$ cat src/rtl/pc_seq_pkg.sv
// Shared types and constants for the program-counter sequencer.
// Consumed by pc_sequencer and pc_next_adder.
package pc_seq_pkg;

    localparam int PC_ADDR_W = 11;
    localparam logic [PC_ADDR_W-1:0] PC_RESET_VAL = '0;

    typedef enum logic [2:0] {
        ST_IDLE   = 3'd0,
        ST_FETCH  = 3'd1,
        ST_DECIDE = 3'd2,
        ST_HALT   = 3'd3,
        ST_TRAP   = 3'd4
    } pc_state_e;

endpackage

$ cat src/rtl/pc_next_adder.sv
// Combinational next-PC adder returning {carry, sum}.
// The carry is kept so the wrap detector can use it.
module pc_next_adder
    import pc_seq_pkg::*;
#(
    parameter int W = PC_ADDR_W
) (
    input  logic [W-1:0] i_a,
    input  logic [W-1:0] i_b,
    output logic [W:0]   o_sum
);

    assign o_sum = {1'b0, i_a} + {1'b0, i_b};

endmodule

$ cat src/rtl/pc_sequencer.sv
// Program-counter sequencer: fetch handshake plus increment/branch/jump next-PC.
// Optional macro PC_WRAP_TRAP_EN turns an address wrap into a sticky trap.
//
// state  | meaning
// IDLE   | after reset, waiting for start
// FETCH  | imem_req high at pc, waiting for imem_ack
// DECIDE | instruction available, pc updated by priority select
// HALT   | pc held, start resumes fetching
// TRAP   | pc wrapped with trapping enabled; only reset exits
module pc_sequencer
    import pc_seq_pkg::*;
#(
    parameter int                ADDR_W   = PC_ADDR_W,
    parameter logic [ADDR_W-1:0] RESET_PC = PC_RESET_VAL
) (
    input  logic              clk,
    input  logic              rst_n,
    input  logic              start,
    input  logic              halt_req,
    input  logic              jump_valid,
    input  logic [ADDR_W-1:0] jump_target,
    input  logic              branch_valid,
    input  logic [ADDR_W-1:0] branch_offset,
    output logic              imem_req,
    output logic [ADDR_W-1:0] imem_addr,
    input  logic              imem_ack,
    output logic              instr_fetched,
    output logic [ADDR_W-1:0] pc,
    output logic              busy,
    output logic              trap
);

    pc_state_e         r_state;
    pc_state_e         w_state_nxt;
    logic [ADDR_W-1:0] r_pc;
    logic [ADDR_W-1:0] w_pc_nxt;
    logic [ADDR_W-1:0] w_addend;
    logic [ADDR_W:0]   w_sum;
    logic              w_use_branch;

    assign w_use_branch = !halt_req && !jump_valid && branch_valid;
    assign w_addend     = w_use_branch ? branch_offset : ADDR_W'(1);

    pc_next_adder #(.W(ADDR_W)) u_adder (
        .i_a   (r_pc),
        .i_b   (w_addend),
        .o_sum (w_sum)
    );

`ifdef PC_WRAP_TRAP_EN
    // Positive addend wraps on carry; negative addend wraps when no carry appears.
    logic w_wrap;
    assign w_wrap = w_addend[ADDR_W-1] ? !w_sum[ADDR_W] : w_sum[ADDR_W];
`else
    logic w_unused_carry;
    assign w_unused_carry = w_sum[ADDR_W];
`endif

    always_ff @(posedge clk or negedge rst_n) begin
        if (!rst_n) begin
            r_state <= ST_IDLE;
            r_pc    <= RESET_PC;
        end else begin
            r_state <= w_state_nxt;
            r_pc    <= w_pc_nxt;
        end
    end

    always_comb begin
        w_state_nxt = r_state;
        w_pc_nxt    = r_pc;
        case (r_state)
            ST_IDLE:  if (start) w_state_nxt = ST_FETCH;
            ST_FETCH: if (imem_ack) w_state_nxt = ST_DECIDE;
            ST_DECIDE: begin
                if (!halt_req && jump_valid) begin
                    w_pc_nxt    = jump_target;
                    w_state_nxt = ST_FETCH;
                end else begin
`ifdef PC_WRAP_TRAP_EN
                    if (w_wrap) begin
                        w_state_nxt = ST_TRAP;
                    end else
`endif
                    begin
                        w_pc_nxt    = w_sum[ADDR_W-1:0];
                        w_state_nxt = halt_req ? ST_HALT : ST_FETCH;
                    end
                end
            end
            ST_HALT:  if (start) w_state_nxt = ST_FETCH;
            ST_TRAP:  w_state_nxt = ST_TRAP;
            default:  w_state_nxt = ST_IDLE;
        endcase
    end

    always_comb begin
        imem_req      = (r_state == ST_FETCH);
        instr_fetched = (r_state == ST_DECIDE);
        busy          = (r_state == ST_FETCH) || (r_state == ST_DECIDE);
`ifdef PC_WRAP_TRAP_EN
        trap          = (r_state == ST_TRAP);
`else
        trap          = 1'b0;
`endif
    end

    assign imem_addr = r_pc;
    assign pc        = r_pc;

endmodule

$ cat config.mk
export PLATFORM = sky130hd
export DESIGN_NAME = pc_sequencer
export DESIGN_NICKNAME = d
export VERILOG_FILES = /design/src/rtl/pc_seq_pkg.sv /design/src/rtl/pc_next_adder.sv /design/src/rtl/pc_sequencer.sv
export SDC_FILE = /design/constraint.sdc
export NUM_CORES = 1
export LEC_CHECK = 0
export ABC_AREA = 1
export CORE_MARGIN = 4
export CORE_UTILIZATION = 44
export DETAILED_ROUTE_END_ITERATION = 12
export GPL_ROUTABILITY_DRIVEN = 0
export PLACE_DENSITY = 0.8
export SYNTH_ARGS = -nofsm -noshare
export SYNTH_HDL_FRONTEND = slang
export SYNTH_SLANG_ARGS = --single-unit
$ cat constraint.sdc
create_clock -name clk -period 2.1 [get_ports clk]
set_input_delay 0.21 -clock clk [delete_from_list [all_inputs] [get_ports clk]]
set_output_delay 0.21 -clock clk [all_outputs]
set_load 0.02 [all_outputs]
Word-level counts from Yosys, hierarchy flattened
Index checks and enable logic that the tools add are counted.
{"block": "totals", "register_bits": 14, "latch_bits": 0, "ramBits": 0, "rom_bits": 0, "inputBits": 29, "out_inout_bits": 26, "wordCells": 25, "n_memories": 0}
{"block": "op_classes", "n_addsub": 1, "multipliers": 0, "n_div": 0, "magnitude_cmp": 0, "n_eq_ne": 6, "n_shift": 0, "muxes": 7, "bitwise_logic": 0, "reduce_logical": 9}
{"operator": "$mux W11", "n": 2}
{"operator": "$pmux W3 S4", "n": 1}
{"operator": "$add A11 B11 Y11", "n": 1}
{"operator": "$eq A3 B2 Y1 const B", "n": 2}
{"operator": "$mux W3", "n": 2}
{"operator": "$mux W2", "n": 2}
{"operator": "$ne A2 B1 Y1 const B", "n": 2}
{"operator": "$eq A3 B1 Y1 const B", "n": 1}
{"operator": "$eq A3 B3 Y1 const B", "n": 1}
{"operator": "$logic_and A1 B1 Y1", "n": 3}
{"operator": "$logic_not A3 Y1", "n": 1}
{"operator": "$logic_not A1 Y1", "n": 2}
{"operator": "$reduce_and A2 Y1", "n": 1}
{"operator": "$reduce_or A2 Y1", "n": 1}
{"operator": "$logic_or A1 B1 Y1", "n": 1}

Depth between registers and ports, before layout
{"block": "logic_depth", "word_depth": 6, "depth_mapped": 16, "depth_no_buf": 16}

Modules after synthesis
From an unflattened synthesis, not the netlist that was laid out.
{"block": "unflattened", "cells_unflattened": 232, "area_unflattened_um2": 1468.9}
{"module": "pc_sequencer", "n_inst": 1, "cells_each": 125, "area_per_inst_um2": 885.8}
{"module": "pc_next_adder", "n_inst": 1, "cells_each": 107, "area_per_inst_um2": 583.1}

Least setup slack after synthesis
OpenSTA, ideal clock, no wires.
{"block": "synth_timing", "path_kind": "input port to flip-flop", "startpoint": "in jump_valid", "endpoint": "reg r_pc[8], in the netlist imem_addr[8]", "setup_ns": 0.123, "t_arrival_ns": 1.827, "path_slack_ns": 0.149, "cell_stages": 15, "n_path_buf": 0, "path_cell_list": "inv_1 nand3_2 or2_2 ha_1 inv_1 fa_1 inv_1 nand3_1 nand3_1 nand2_1 nand2_1 nand2_1 nand2_1 o21ai_0 nand2_1"}
{"block": "synth_via", "elab_chain_len": 6, "elab_cells_between_ends": 7}
{"element": "start: declaration", "line": "pc_sequencer.sv:20", "source": "input logic jump_valid,"}
{"element": "$logic_not A1 Y1", "line": "pc_sequencer.sv:41", "source": "assign w_use_branch = !halt_req && !jump_valid && branch_valid;"}
{"element": "$logic_and A1 B1 Y1 (2 in series)", "line": "pc_sequencer.sv:41"}
{"element": "$mux W11", "line": "pc_sequencer.sv:42", "source": "assign w_addend = w_use_branch ? branch_offset : ADDR_W'(1);"}
{"element": "$add A11 B11 Y11", "line": "pc_next_adder.sv:13", "source": "assign o_sum = {1'b0, i_a} + {1'b0, i_b};"}
{"element": "$mux W11 (*)", "line": "pc_sequencer.sv:76", "source": "if (!halt_req && jump_valid) begin"}
{"element": "end signal: assignment", "line": "pc_sequencer.sv:65", "source": "r_pc <= w_pc_nxt;"}
{"element": "end: declaration", "line": "pc_sequencer.sv:35", "source": "logic [ADDR_W-1:0] r_pc;"}
Every way passes the cells marked *; elsewhere a longest branch is shown, timed or not.
A chain may end at the register's enable or synchronous reset.

Final worst setup path
{"block": "layout_timing", "startpoint": "reg r_state[0]", "endpoint": "out busy"}
{"block": "layout_via", "elab_chain_len": 2, "elab_cells_between_ends": 3}
{"element": "start: declaration", "line": "pc_sequencer.sv:33", "source": "pc_state_e r_state;"}
{"element": "start signal: assignment", "line": "pc_sequencer.sv:64", "source": "r_state <= w_state_nxt;"}
{"element": "$eq A3 B1 Y1 / $eq A3 B2 Y1 (equally long branches)", "line": "pc_sequencer.sv:100", "source": "busy = (r_state == ST_FETCH) || (r_state == ST_DECIDE);"}
{"element": "$logic_or A1 B1 Y1 (*)", "line": "pc_sequencer.sv:100"}
{"element": "end: declaration", "line": "pc_sequencer.sv:29", "source": "output logic busy,"}
Marked as above.

==> impl_metrics.tcl <==
set metrics [dict create \
    first_pass_iters 4 \
    worst_slew_pin_slew_ns 0.6722 \
    status "complete, no violations" \
    antennaDiodeCount 0 \
    worstPathRequired_ns 1.89 \
    power.total_mw 2.705 \
    rrSetupSlack_ns 0.29 \
    period_share_pct 95.27 \
    grt_max_degree 17 \
    grt-ovfl-total 0 \
    dieWidth_um 65.31 \
    synthDistinctLibCells 30 \
    syn-num-nets 265 \
    rsz0062_at_grt "yes" \
    peakVddDrop_uv 812.9 \
    reg2reg_depth 9 \
    wl_per_cell_um 11.32 \
    grt_pass1_wl_um 6665 \
    grtUsageMet2_pct 33.38 \
    ys_seq_area_share_pct 24.24 \
    fin_crit_ns 2.001 \
    grt_util_met1_pct 25.16 \
    drt-initial-drc-count 79 \
    grt_pass1_vias 1596 \
    grt_usage_pct 19.06 \
    initial_utilization_pct 46.57 \
    path_max_fanout 6 \
    timing.rr.end "imem_addr[2]" \
    placed_area_sq_mm 0.002072 \
    maxCapViolations 0 \
    power_density_mw_per_mm2 1253 \
    numCtsBuffers 3 \
    routed_via_density 4.737 \
    yosys_warnings 0 \
    pwr-share-comb_pct 72.1 \
    design_area_sq_mm 0.002158 \
    die_h_um 65.31 \
    ios 55 \
    antenna_found_initial 0 \
    detailroute.via_count 1568 \
    syn2layout_area_growth_pct 49.35 \
    slew_viol_final 0 \
    cts_tree "done" \
    setup_viol 0 \
    hold_buffers 0 \
    seqPwrFrac_pct 20.0 \
    htreeDepth 1 \
    drc 0 \
    die_area_sq_mm 0.004265 \
    grt_most_used_layer "met2" \
    worst_setup_path_end_kind "output port" \
    crit_arrival_ns 1.79 \
    switching_power_mw 1.265 \
    p_sw_share_pct 46.75 \
    nets 328 \
    syn_inst 225 \
    clk_pin_slew_ns 0.10 \
    clk_latency_ns 0.30 \
    timing.slew.headroom_pct 55.05 \
    finClkSkew_ns 0.01009 \
    cts.sinks 14 \
    drive_gt1_share_pct 16.72 \
    dp.final_hpwl_um 2992 \
    syn_avg_cell_area_sq_um 6.423 \
    num_rows 20 \
    ant_nets 0 \
    cp-start-kind "register" \
    r2r_start "imem_addr[0]" \
    syn-cell-area_sq_mm 0.001445 \
    leakagePower_nw 1.148 \
    clkPwrFrac_pct 7.8 \
    io_buffers 53 \
    cts-root-buf "clkbuf_4" \
    path_class "register to output port" \
    clk_path_buf_depth 2 \
    synth-seq-cells 14 \
    met3_usage_pct 3.932 \
    fmax_mhz 499.8 \
    core-area_sq_mm 0.003103 \
    fin_util_pct 69.56 \
    p_int_mw 1.441 \
    drt-total-wl_um 3748 \
    hp-class "primary input to async pin" \
    whs_ns 0.3069 \
    final_hold_viol_count 0 \
]
-- final cells by class --
type / instances / area (sq um)
Inverter: 35 / 133.9
Tap cell: 44 / 55.05
Multi-Input combinational cell: 162 / 894.6
Timing Repair Buffer: 72 / 688.2
Fill cell: 293 / 944.7
Clock buffer: 4 / 36.28
Sequential cell: 14 / 350.3
-- layer usage --
layer	share of wire [%]	wire [um]
met4	0	0
met3	7.3	273
met5	0	0
met1	43	1622
met2	49	1851
-- placed cells by master (no fill, tap or decap), types with 5 or more instances in the layout --
| master | count |
|---|---|
| nand2_1 | 61 |
| clkdlybuf4s50_1 | 52 |
| nor2_1 | 32 |
| inv_1 | 31 |
| buf_4 | 18 |
| dfrtp_1 | 14 |
| nand3_1 | 12 |
| a21oi_1 | 8 |
| ha_1 | 8 |
| nand3_2 | 5 |
| o21ai_0 | 5 |
-- cells in the mapped netlist, drive strengths merged --
cell type / count / area share (%)
buf: 14 / 7.4
ha: 10 / 8.7
nand3b: 1 / 0.52
nand3: 17 / 6.2
a2bb2oi: 2 / 1.2
conb: 1 / 0.26
nor2: 34 / 9.4
or2: 3 / 1.3
fa: 1 / 1.4
mux2: 1 / 0.78
nand2: 62 / 16
o21ai: 10 / 4.0
nor3: 2 / 1.5
nand4: 2 / 0.87
dfrtp: 14 / 24
inv: 35 / 9.3
a21oi: 12 / 4.7
xor2: 3 / 1.8
a21boi: 1 / 0.52
-- registers in the layout, indices dropped and copies added, names as in the netlist --
signal	count
r_state	3
imem_addr	11
-- logic make-up (layout without fill, tap and decap cells) --
| logic type | count (synthesis) | in the layout | share of synthesized area, % |
|---|---|---|---|
| buf+inv | 49 | 111 | 16.62 |
| mux | 1 | 1 | 0.7792 |
| compound gates | 25 | 25 | 10.39 |
| fa+ha+maj | 11 | 11 | 10.04 |
| flops | 14 | 14 | 24.24 |
| simple gates | 121 | 121 | 35.84 |
| xor+xnor | 3 | 3 | 1.819 |
| other cells | 1 | 1 | 0.2595 |
-- repair_timing --
item                       4_1_cts  5_1_grt
setup buffers                    0        1
hold endpoints to repair         0        0
resized for setup                0       15
setup endpoints to repair        0        7
-- critical path: stages, from the launching register on --
cell             delay (ns)
dfrtp_1                0.46
nor3_4                 0.32
inv_4                  0.05
nand2_1                0.06
clkdlybuf4s50_1        0.60
-- through the flow --
stage               setup WS [ns]  cells   TNS (ns)
floorplan                  0.1495    225          0
global placement          -0.2257    326     -1.187
detailed placement        -0.2467    326     -1.597
CTS                       0.06297    330          0
global route            -0.005685    331  -0.005685
finish                    0.09938    331          0
-- power by group through the flow --
stage,Clock [mW],Combinational (mW),Sequential [mW]
2_1_floorplan,0,1.09,0.644
3_3_place_gp,0,1.87,0.542
3_5_place_dp,0,1.89,0.545
4_1_cts,0.214,1.91,0.543
5_1_grt,0.226,2.17,0.570
6_report,0.212,1.95,0.541
-- worst max path at each step --
stage | startpoint | end | slack, ns | depth (start not counted)
2_1_floorplan | jump_valid | imem_addr[8] | 0.15 | 15
4_1_cts | halt_req | imem_addr[8] | 0.06 | 15
3_5_place_dp | halt_req | imem_addr[6] | -0.25 | 11
5_1_grt | branch_valid | imem_addr[7] | -0.006 | 13
3_3_place_gp | halt_req | imem_addr[6] | -0.23 | 11
6_report | r_state[0] | busy | 0.1 | 4
Note: power is estimated with default switching activity, not from simulation.
